$ cat src/rtl/counter_sweep_pkg.sv
// Shared state encoding and helpers for the triangle-sweep sequencer.
package counter_sweep_pkg;

  localparam logic [2:0] ST_IDLE  = 3'd0;
  localparam logic [2:0] ST_UP    = 3'd1;
  localparam logic [2:0] ST_DOWN  = 3'd2;
  localparam logic [2:0] ST_DONE  = 3'd3;
  localparam logic [2:0] ST_ABORT = 3'd4;

  function automatic logic st_is_run(input logic [2:0] st);
    return (st == ST_UP) || (st == ST_DOWN);
  endfunction

endpackage

$ cat src/rtl/sweep_updown_cnt.sv
// Up/down counter with synchronous clear; clear overrides stepping.
module sweep_updown_cnt #(
  parameter int cw = 8
) (
  input  logic          clk,
  input  logic          resetn,
  input  logic          clr,
  input  logic          en,
  input  logic          dir,
  output logic [cw-1:0] q
);

  always_ff @(posedge clk or negedge resetn) begin
    if (!resetn) begin
      q <= '0;
    end else if (clr) begin
      q <= '0;
    end else if (en) begin
      q <= dir ? q + 1'b1 : q - 1'b1;
    end
  end

endmodule

$ cat src/rtl/counter_sweep_ctrl.sv
// Sequencer running a counter through 0 -> len -> 0 triangle sweeps with
// start/busy/done handshake and stop-to-abort.
module counter_sweep_ctrl
  import counter_sweep_pkg::*;
#(
  parameter int cw = 8,
  parameter int sw = 8
) (
  input  logic          clk,
  input  logic          resetn,
  input  logic          start,
  input  logic          stop,
  input  logic [cw-1:0] len,
  input  logic [sw-1:0] sweeps,
  output logic          busy,
  output logic          dir,
  output logic          en,
  output logic [cw-1:0] c_out,
  output logic [sw-1:0] sweep_no,
  output logic          done,
  output logic          aborted
);

  logic [2:0]    state, state_nx;
  logic [cw-1:0] len_q;
  logic [sw-1:0] sweeps_q;
  logic [cw-1:0] c_inc, c_dec;
  logic [sw-1:0] sn_inc;
  logic          accept, run, up_turn, down_end, last_sweep, cnt_en;

  assign accept     = (state == ST_IDLE) && start;
  assign run        = st_is_run(state);
  assign c_inc      = c_out + 1'b1;
  assign c_dec      = c_out - 1'b1;
  assign sn_inc     = sweep_no + 1'b1;
  assign up_turn    = (c_inc == len_q);
  assign down_end   = (c_dec == '0);
  assign last_sweep = (sweeps_q != '0) && (sn_inc == sweeps_q);
  // stop freezes the counter on the same edge that moves the FSM to ABORT
  assign cnt_en     = run && !stop;

  always_comb begin
    state_nx = state;
    case (state)
      ST_IDLE:  if (start) state_nx = (len == '0) ? ST_DONE : ST_UP;
      ST_UP:    if (stop) state_nx = ST_ABORT;
                else if (up_turn) state_nx = ST_DOWN;
      ST_DOWN:  if (stop) state_nx = ST_ABORT;
                else if (down_end) state_nx = last_sweep ? ST_DONE : ST_UP;
      ST_DONE:  state_nx = ST_IDLE;
      ST_ABORT: state_nx = ST_IDLE;
      default:  state_nx = ST_IDLE;
    endcase
  end

  always_ff @(posedge clk or negedge resetn) begin
    if (!resetn) begin
      state    <= ST_IDLE;
      sweep_no <= '0;
    end else begin
      state <= state_nx;
      if (accept) begin
        sweep_no <= '0;
      end else if ((state == ST_DOWN) && !stop && down_end) begin
        sweep_no <= sn_inc;
      end
    end
  end

  // run parameters are only consumed while busy, so they need no reset
  always_ff @(posedge clk) begin
    if (accept) begin
      len_q    <= len;
      sweeps_q <= sweeps;
    end
  end

  sweep_updown_cnt #(.cw(cw)) u_cnt (
    .clk    (clk),
    .resetn (resetn),
    .clr    (accept),
    .en     (cnt_en),
    .dir    (state == ST_UP),
    .q      (c_out)
  );

  assign busy    = run;
  assign dir     = (state == ST_UP);
  assign en      = run;
  assign done    = (state == ST_DONE);
  assign aborted = (state == ST_ABORT);

endmodule

$ cat config.mk
export PLATFORM = sky130hd
export DESIGN_NAME = counter_sweep_ctrl
export DESIGN_NICKNAME = d
export VERILOG_FILES = /design/src/rtl/counter_sweep_pkg.sv /design/src/rtl/sweep_updown_cnt.sv /design/src/rtl/counter_sweep_ctrl.sv
export SDC_FILE = /design/constraint.sdc
export NUM_CORES = 1
export LEC_CHECK = 0
export CAP_MARGIN = 20
export CORE_MARGIN = 2
export CORE_UTILIZATION = 27
export CTS_CLUSTER_DIAMETER = 80
export DETAILED_ROUTE_END_ITERATION = 8
export GPL_TIMING_DRIVEN = 0
export SKIP_CTS_REPAIR_TIMING = 1
export SLEW_MARGIN = 25
export SYNTH_ARGS = -nofsm -noshare
export SYNTH_HDL_FRONTEND = slang
export SYNTH_SLANG_ARGS = --single-unit
$ cat constraint.sdc
create_clock -name clk -period 2.2 [get_ports clk]
set_input_delay 0.22 -clock clk [delete_from_list [all_inputs] [get_ports clk]]
set_output_delay 0.22 -clock clk [all_outputs]
set_load 0.02 [all_outputs]
==> impl_metrics.tcl, run 1 <==
set metrics [dict create \
    status "finished, violations left" \
    failed_checks "negative setup slack" \
    final_cell_mix "39 x clkdlybuf4s50_1, 16 x edfxtp_1, 16 x dfrtp_1" \
    fp-row-count 33 \
    clkSlewWorstSetupHoldPaths_ns 0.07 \
    ctsLongestPathBuffers 2 \
    crit_fanout 6 \
    clockRootBuffer "clkbuf_8" \
    worst_pin_slew_ns 0.880 \
    antenna-diode-count 0 \
    synth.top_cell.area_share_pct 21.6 \
    period_needed_ns 2.30 \
    wire_per_inst_um 14.2 \
    cap_violations 0 \
    worstSetupPathType "flip-flop to flip-flop" \
    fmax_mhz 434 \
    io_pins 41 \
    hp-class "input port to asynchronous set/reset pin" \
    ir_drop_mv 0.325 \
    cts_tree "built" \
    synth_cell_types 56 \
    dp_hpwl_mm 4.07 \
    grt_max_degree 23 \
    p_leak_nw 1.09 \
    grtUsageMet3_pct 1.84 \
    ys_seq_elements 35 \
    num_vias 1987 \
    slew_violations 0 \
    dp_slack_ns -0.291 \
    fin_cells 394 \
    rsz0062_at_grt "yes" \
    dr.pass1.iters 4 \
    die_area_um2 8970 \
    grt_use_total_pct 11.8 \
    seq_area_frac_synth_pct 43.0 \
    clock_sinks 35 \
    maxSlewHeadroom_pct 41.1 \
    area_growth_pct 37.4 \
    setup-violations-final 5 \
    start_util_pct 27.4 \
    die_x_um 94.7 \
    num-fill-cells 849 \
    viasPerCell 5.04 \
    drt_wl_total_mm 5.58 \
    grt_overflow 0 \
    layout-drive-gt1-share_pct 19.7 \
    post_synth_instance_area_um2 2220 \
    synth_edf_count 16 \
    postPlaceCellArea_um2 2790 \
    antenna_found_initial 0 \
    coreArea_um2 8090 \
    clock_latency_ns 0.28 \
    syn_nets 258 \
    dp_cells 379 \
    arrival_ns 2.49 \
    setup_ws_ns -0.103 \
    synth_cells 234 \
    use_met1_pct 15.8 \
    ant_nets 0 \
    end_kind "flip-flop" \
    final_nets 312 \
    gp_congestion 0.838 \
    die_h_um 94.7 \
    finalClockSkew_ns 0.00274 \
    layout_commonest_cell "clkdlybuf4s50_1" \
    power.density_nw_per_um2 1190 \
    hold_viol_final 0 \
    drc 0 \
    busiest_layer "met2" \
    cp.required_ns 2.39 \
    numCtsBuffers 5 \
    grt_pass1_vias 1720 \
    yosys_warnings 0 \
    io_buffers 40 \
    cp-start-kind "flip-flop" \
    async_reset_ff_share_pct 54.3 \
    syn-mean-instance-area_um2 9.49 \
    final_area_um2 3050 \
    synth_ff_type "dfrtp_1" \
    fin_crit_sh_pct 105 \
    met2_usage_pct 18.7 \
    htree_levels 2 \
    synth_area_leaders "edfxtp_1 22%, dfrtp_1 21%, xnor2_1 5.9%, o21ai_0 3.6%, xor2_1 2.8%" \
    grt_pass1_wl_mm 8.34 \
    first_iter_violations 148 \
    synth.largest_area_cell "edfxtp_1" \
]
state kept, by name (all words and copies together) (netlist names):
register	flops
len_q	8
state	3
sweep_no	8
sweeps_q	8
u_cnt.q	8
area by class of cell:
type	count	area (µm²)	share of cell area [%]
Buffer	13	77.6	2.54
Clock buffer	7	76.3	2.50
Clock inverter	1	5.00	0.164
Inverter	6	28.8	0.943
Multi-Input combinational cell	176	1290	42.3
Sequential cell	35	960	31.4
Tap cell	105	131	4.31
Timing Repair Buffer	50	478	15.7
Timing Repair inverter	1	5.00	0.164
cell families after synthesis:
group           Yosys count  synth area share (%)
compound gates           51                  14.6
xor+xnor                 23                  9.69
mux                       3                  1.41
simple gates             95                  24.5
flops                    35                  43.0
buf+inv                  23                  4.56
fa+ha+maj                 4                  2.25
metal layers:
layer	wire length, µm	share of wire (%)
met4	78	1.4
met2	2640	47
met5	0	0
met1	2600	47
met3	267	4.8
Yosys cell counts (all sizes together) (2+ instances only):
cell type / count
and3: 3
a31oi: 4
and4: 2
o21ai: 17
and2: 2
nor2: 15
nor2b: 4
or3: 3
nor4: 8
edfxtp: 16
clkbuf: 9
nor3: 11
a21o: 2
nand2b: 7
o2bb2ai: 2
or3b: 2
or4: 2
dfrtp: 19
nand2: 14
nand4: 3
nand3: 12
buf: 8
inv: 6
o31ai: 5
xnor2: 15
a21oi: 9
nor3b: 3
mux2i: 2
ha: 4
xor2: 7
critical path, cell delays in order, from the launching register on:
cell and delay [ns]:
dfrtp_2 0.45, inv_1 0.13, ha_4 0.16, or3b_4 0.41, o31a_1 0.31, or4_4 0.48
nor2b_1 0.13, o21ai_1 0.07, o31ai_1 0.07
report_power, final:
part	total, mW	internal (mW)	switching [mW]
sequential	1.10	0.893	0.210
clock	0.449	0.222	0.227
combinational	2.07	0.943	1.12
total	3.62	2.06	1.56
path summary, 6_finish.rpt:
path	cells past startpoint	to	from	slack, ns
worst min register to register	1	sweep_no[0]	sweep_no[0]	0.60
min in group clk	1	sweeps_q[4]	sweeps[4]	0.49
worst max-delay path	8	sweep_no[6]	u_cnt.q[1]	-0.10
worst max register to register	8	sweep_no[6]	u_cnt.q[1]	-0.10
worst min-delay path	1	sweep_no[3]	resetn	0.44
max in group asynchronous	1	u_cnt.q[0]	resetn	1.16
through the flow:
stage                     util [%]  TNS (ns)  power, mW  hold slack [ns]
final                         37.7    -0.302       3.62            0.439
after global routing          37.7    -0.829       3.86            0.480
after CTS                     35.5     -2.67       3.38            0.476
after detailed placement      34.4     -1.99       2.92            0.597
after global placement        34.4     -2.98       2.89            0.582
after floorplan                  -   -0.0736       2.32          -0.0756
Power figures use the tool's default switching activity.
==> run 2, diff against run 1 <==
CELL_PAD_IN_SITES_DETAIL_PLACEMENT = 2   (was not set)
CELL_PAD_IN_SITES_GLOBAL_PLACEMENT = 2   (was not set)
PLACE_DENSITY_LB_ADDON = 0.1   (was not set)
SKIP_CTS_REPAIR_TIMING = not set   (was 1)
==> run 2 against run 1 <==
Effect of this change: the run still ends with negative setup slack left; highest routed layer unchanged; critical endpoint unchanged; combinational power is 2% higher; die area is the same; first-iteration DRC count is 59% lower; via count increased by 3.7%; clock power is 7.6% higher; hold slack got worse by 0.037 ns.
==> impl_metrics.tcl, run 2 (same netlist as run 1, synthesis figures left out) <==
set metrics [dict create \
    final_cell_mix "38 x clkdlybuf4s50_1, 16 x edfxtp_1, 16 x dfrtp_1" \
    clockRootBuffer "clkbuf_8" \
    grtUsageMet3_pct 2.95 \
    arrival_ns 2.53 \
    clock_latency_ns 0.30 \
    io_buffers 40 \
    hold_viol_final 0 \
    fin_crit_sh_pct 105 \
    layout_commonest_cell "clkdlybuf4s50_1" \
    numCtsBuffers 5 \
    setup-violations-final 7 \
    p_leak_nw 1.08 \
    ir_drop_mv 0.332 \
    internal_power_mw 2.06 \
    met2_usage_pct 25.8 \
    drt_wl_total_mm 6.94 \
    ctsLongestPathBuffers 2 \
    grt_overflow 0 \
    swShare_pct 44.5 \
    gp_congestion 0.738 \
    dp_hpwl_mm 4.98 \
    busiest_layer "met2" \
    die_area_um2 8970 \
    clkSlewWorstSetupHoldPaths_ns 0.08 \
    io_pins 41 \
    drc 0 \
    reg2reg_slack_ns -0.11 \
    num_vias 2060 \
    failed_checks "negative setup slack" \
    viasPerCell 5.19 \
    cp-start-kind "flip-flop" \
    use_met1_pct 24.4 \
    grt_pass1_wl_mm 11.3 \
    area_growth_pct 37.5 \
    hp-class "input port to asynchronous set/reset pin" \
    num-fill-cells 904 \
    cp.required_ns 2.42 \
    maxSlewHeadroom_pct 58.0 \
    die_x_um 94.7 \
    ant_nets 0 \
    antenna-diode-count 0 \
    cts_tree "built" \
    dr.pass1.iters 4 \
    start_util_pct 27.4 \
    grt_pass1_vias 2108 \
    worst_pin_slew_ns 0.626 \
    grt_use_total_pct 16.9 \
    period_needed_ns 2.31 \
    grt_max_degree 20 \
    power.density_nw_per_um2 1210 \
    finalClockSkew_ns 0.0113 \
    fp-row-count 33 \
    layout-drive-gt1-share_pct 20.2 \
    power_frac_seq_pct 29.6 \
    antenna_found_initial 0 \
    postPlaceCellArea_um2 2790 \
    status "finished, violations left" \
    final_nets 315 \
    end_kind "flip-flop" \
    first_iter_violations 60 \
    htree_levels 2 \
    fmax_mhz 433 \
    clock_sinks 35 \
    power.share.combinational_pct 57.4 \
    die_h_um 94.7 \
    cap_violations 0 \
    slew_violations 0 \
    wire_per_inst_um 17.5 \
    rsz0062_at_grt "yes" \
    final_area_um2 3050 \
    post-route-util_pct 37.7 \
    switchingPower_mw 1.65 \
    coreArea_um2 8090 \
    worstSetupPathType "flip-flop to flip-flop" \
    crit_fanout 5 \
    pwr-share-clk_pct 13.0 \
    setup_ws_ns -0.111 \
]
==> run 2: cell count changes in the layout (fill, tap and decap cells not counted), sizes merged <==
| cell | previous run | this run |
|---|---|---|
| clkdlybuf4s50 | 39 | 38 |
| buf | 16 | 20 |
| clkbuf | 14 | 12 |
| clkdlybuf4s15 | 0 | 1 |
| clkinvlp | 2 | 3 |
| dlymetal6s2s | 1 | 0 |
| dlygate4sd3 | 0 | 1 |
==> run 2: worst paths after layout <==
check,cells after the start,endpoint,from
worst max-delay path,9,sweep_no[6],u_cnt.q[0]
worst min-delay path,2,state[2],resetn
worst max register to register,9,sweep_no[6],u_cnt.q[0]
worst min register to register,2,u_cnt.q[1],u_cnt.q[1]
max in group asynchronous,2,u_cnt.q[1],resetn
min in group clk,1,sweeps_q[7],sweeps[7]
==> run 2: critical path, stage by stage (launching register included) <==
cell and delay, ns:
dfrtp_2 0.44, buf_6 0.14, inv_4 0.04, ha_4 0.12, or3b_4 0.40, o31a_1 0.35
or4_4 0.49, nor2b_2 0.14, o21ai_2 0.06, o31ai_1 0.07
==> run 2: power by group through the flow <==
stage               sequential [mW]  combinational (mW)  clock, mW
floorplan                      1.11                1.22          0
global placement               1.08                1.90          0
detailed placement             1.08                1.92          0
CTS                            1.09                2.09      0.499
global route                   1.13                2.35      0.520
finish                         1.10                2.12      0.483
==> run 2: timing repair <==
| item | 4_1_cts | 5_1_grt |
|---|---|---|
| buffers inserted | 8 | 3 |
| gates resized for setup | 14 | 10 |
| hold buffers | 0 | 1 |
| cloned | 1 | 0 |
| pin swaps | 3 | 1 |
| endpoints found under the hold margin | 0 | 19 |
| setup endpoints to repair | 32 | 30 |
==> run 2: through the flow <==
stage          total power, mW  worst slack [ns]  setup TNS, ns  hold WS [ns]  instances
5_1_grt                   4.00            -0.198          -1.45         0.443        397
4_1_cts                   3.68           -0.0908         -0.303         0.471        393
2_1_floorplan             2.32           -0.0480        -0.0736       -0.0756        234
6_report                  3.70            -0.111         -0.448         0.402        397
3_5_place_dp              3.01            -0.536          -7.62         0.591        379
3_3_place_gp              2.97            -0.481          -6.89         0.580        379
==> run 2: final cells by class <==
type,count,area (µm²),share of cell area [%]
multi-input cells,176,1260,41.4
flip-flops and latches,35,960,31.4
repair buffers,52,502,16.4
well taps,105,131,4.30
plain buffers,14,73.8,2.42
clock buffers,6,72.6,2.38
inverters,6,28.8,0.943
clock inverters,2,12.5,0.410
repair inverters,1,7.51,0.246
==> run 2: routing by layer <==
| layer | vias up | part of all wire [%] |
|---|---|---|
| li1 | 971 | - |
| met1 | 1047 | 50 |
| met2 | 35 | 46 |
| met3 | 7 | 2.9 |
| met4 | 0 | 1.3 |
| met5 | - | 0 |
==> run 3, diff against run 2 <==
--- a/constraint.sdc
+++ b/constraint.sdc
@@ -3,2 +3,2 @@
 set_output_delay 0.22 -clock clk [all_outputs]
-set_load 0.02 [all_outputs]
+set_load 0.1 [all_outputs]
==> run 3 against run 2 <==
Effect of this change: the run still ends with negative setup slack left; sequential cell count stayed put; final cell count is 0.50% lower; largest power group unchanged; wire length is 1.4% lower; design area is 3.0% higher; fmax is 4.5% lower; die area stayed put; clock-buffer cell count is 1 lower; non-clock buffer count is 2 lower; setup slack worse by 0.11 ns; clock skew is 0.0024 ns lower; combinational power is 35% higher.
==> impl_metrics.tcl, run 3 (same netlist as run 1, synthesis figures left out) <==
set metrics [dict create \
    dp_cells 379 \
    hp-class "input port to asynchronous set/reset pin" \
    area_growth_pct 41.6 \
    hold_viol_final 0 \
    die_area_um2 8970 \
    io_pins 41 \
    die_h_um 94.7 \
    fmax_mhz 413 \
    cp-start-kind "flip-flop" \
    ctsLongestPathBuffers 2 \
    worstSetupPathType "flip-flop to flip-flop" \
    io_buffers 40 \
    cts_tree "built" \
    final.setup.tns_ns -1.16 \
    ant_nets 0 \
    setup_ws_ns -0.219 \
    start_util_pct 27.4 \
    status "finished, violations left" \
    period_needed_ns 2.42 \
    power.density_nw_per_um2 1450 \
    finalClockSkew_ns 0.00881 \
    p_leak_nw 1.10 \
    reg2reg_depth 10 \
    drc 0 \
    cp.required_ns 2.38 \
    layout_commonest_cell "clkdlybuf4s50_1" \
    wire_per_inst_um 17.3 \
    clock_sinks 35 \
    clkSlewWorstSetupHoldPaths_ns 0.08 \
    dp_hpwl_mm 5.00 \
    htree_levels 2 \
    worst_pin_slew_ns 0.980 \
    setup-violations-final 10 \
    cap_violations 0 \
    fin_crit_sh_pct 110 \
    grt_use_total_pct 16.0 \
    grt_overflow 0 \
    first_iter_violations 59 \
    clock_latency_ns 0.30 \
    arrival_ns 2.60 \
    final_area_um2 3140 \
    failed_checks "negative setup slack" \
    r2r-end "state[0]" \
    final_cell_mix "31 x clkdlybuf4s50_1, 16 x edfxtp_1, 15 x xnor2_1" \
    fp-row-count 33 \
    layout-drive-gt1-share_pct 29.0 \
    gp_congestion 0.763 \
    maxSlewHeadroom_pct 34.4 \
    ir_drop_mv 1.10 \
    antenna-diode-count 0 \
    grt_pass1_wl_mm 10.8 \
    coreArea_um2 8090 \
    r2r_start "u_cnt.q[0]" \
    reg2reg_slack_ns -0.22 \
    end_kind "flip-flop" \
    drt_wl_total_mm 6.84 \
    die_x_um 94.7 \
    grt_max_degree 20 \
    power_mw 4.57 \
    final_nets 313 \
    clockRootBuffer "clkbuf_8" \
    numCtsBuffers 5 \
    fin_cells 395 \
    viasPerCell 5.04 \
    grt_pass1_vias 2062 \
    postPlaceCellArea_um2 2860 \
    dr.pass1.iters 4 \
    crit_fanout 3 \
    antenna_found_initial 0 \
    slew_violations 0 \
    num_vias 1989 \
    rsz0062_at_grt "yes" \
]
run 3: cell types whose count changed in the layout (fill, tap and decap cells not counted), moves of 3 or more:
| cell | previous run | this run |
|---|---|---|
| clkbuf_1 | 7 | 4 |
| clkbuf_2 | 0 | 3 |
| clkdlybuf4s50_1 | 38 | 31 |
| dfrtp_1 | 16 | 7 |
| dfrtp_4 | 0 | 7 |
| dlygate4sd2_1 | 0 | 3 |
| o21ai_0 | 14 | 8 |
| o21ai_1 | 2 | 6 |
run 3: final cells by class:
| cell class | instances | area (µm²) |
|---|---|---|
| Buffer | 15 | 85.1 |
| Clock buffer | 5 | 68.8 |
| Clock inverter | 3 | 43.8 |
| Fill cell | 887 | 4950 |
| Inverter | 6 | 31.3 |
| Multi-Input combinational cell | 176 | 1320 |
| Sequential cell | 35 | 988 |
| Tap cell | 105 | 131 |
| Timing Repair Buffer | 49 | 467 |
| Timing Repair inverter | 1 | 7.51 |
run 3: timing repair:
action	in CTS	in global routing
endpoints found under the hold margin	0	19
gates resized for setup	40	16
hold buffers	0	1
setup buffers	7	1
setup endpoints to repair	37	17
cloned	1	0
pin swaps	11	5
run 3: power by group:
part / total, mW / internal, mW / leakage (nW) / switching [mW]
clock network: 0.596 / 0.338 / 0.0581 / 0.258
registers: 1.12 / 0.915 / 0.380 / 0.200
logic: 2.86 / 0.894 / 0.657 / 1.96
total: 4.57 / 2.15 / 1.10 / 2.42
run 3: layer usage:
metal | GRT usage [%] | share of wire [%] | vias to the layer above
li1 | - | - | 964
met1 | 22.4 | 49 | 990
met2 | 25.4 | 48 | 31
met3 | 2.71 | 2.3 | 4
met4 | 4.35 | 1.1 | 0
met5 | 0 | 0 | -
run 3: metrics by stage:
step / utilization [%] / hold slack, ns / setup WS, ns
6_report: 38.9 / 0.409 / -0.219
2_1_floorplan: - / -0.0756 / -0.327
4_1_cts: 38.1 / 0.460 / -0.235
5_1_grt: 38.9 / 0.455 / -0.363
3_5_place_dp: 35.3 / 0.571 / -0.553
3_3_place_gp: 35.3 / 0.561 / -0.540
run 3: worst max-delay path, stage by stage, from the launching register on:
cell	delay, ns
dfrtp_4	0.49
buf_8	0.13
inv_4	0.05
ha_4	0.11
or3b_4	0.38
buf_4	0.15
nor4_4	0.26
nor3_4	0.12
buf_4	0.16
and4b_1	0.17
or3_1	0.29
run 3: how the worst max path moves through the flow:
| stage | depth (start not counted) | slack [ns] | to | startpoint |
|---|---|---|---|---|
| finish | 10 | -0.22 | state[0] | u_cnt.q[0] |
| CTS | 9 | -0.24 | sweep_no[6] | u_cnt.q[0] |
| global route | 10 | -0.36 | state[0] | u_cnt.q[0] |
| detailed placement | 4 | -0.55 | dir | state[0] |
| floorplan | 9 | -0.33 | sweep_no[6] | u_cnt.q[0] |
| global placement | 4 | -0.54 | dir | state[0] |
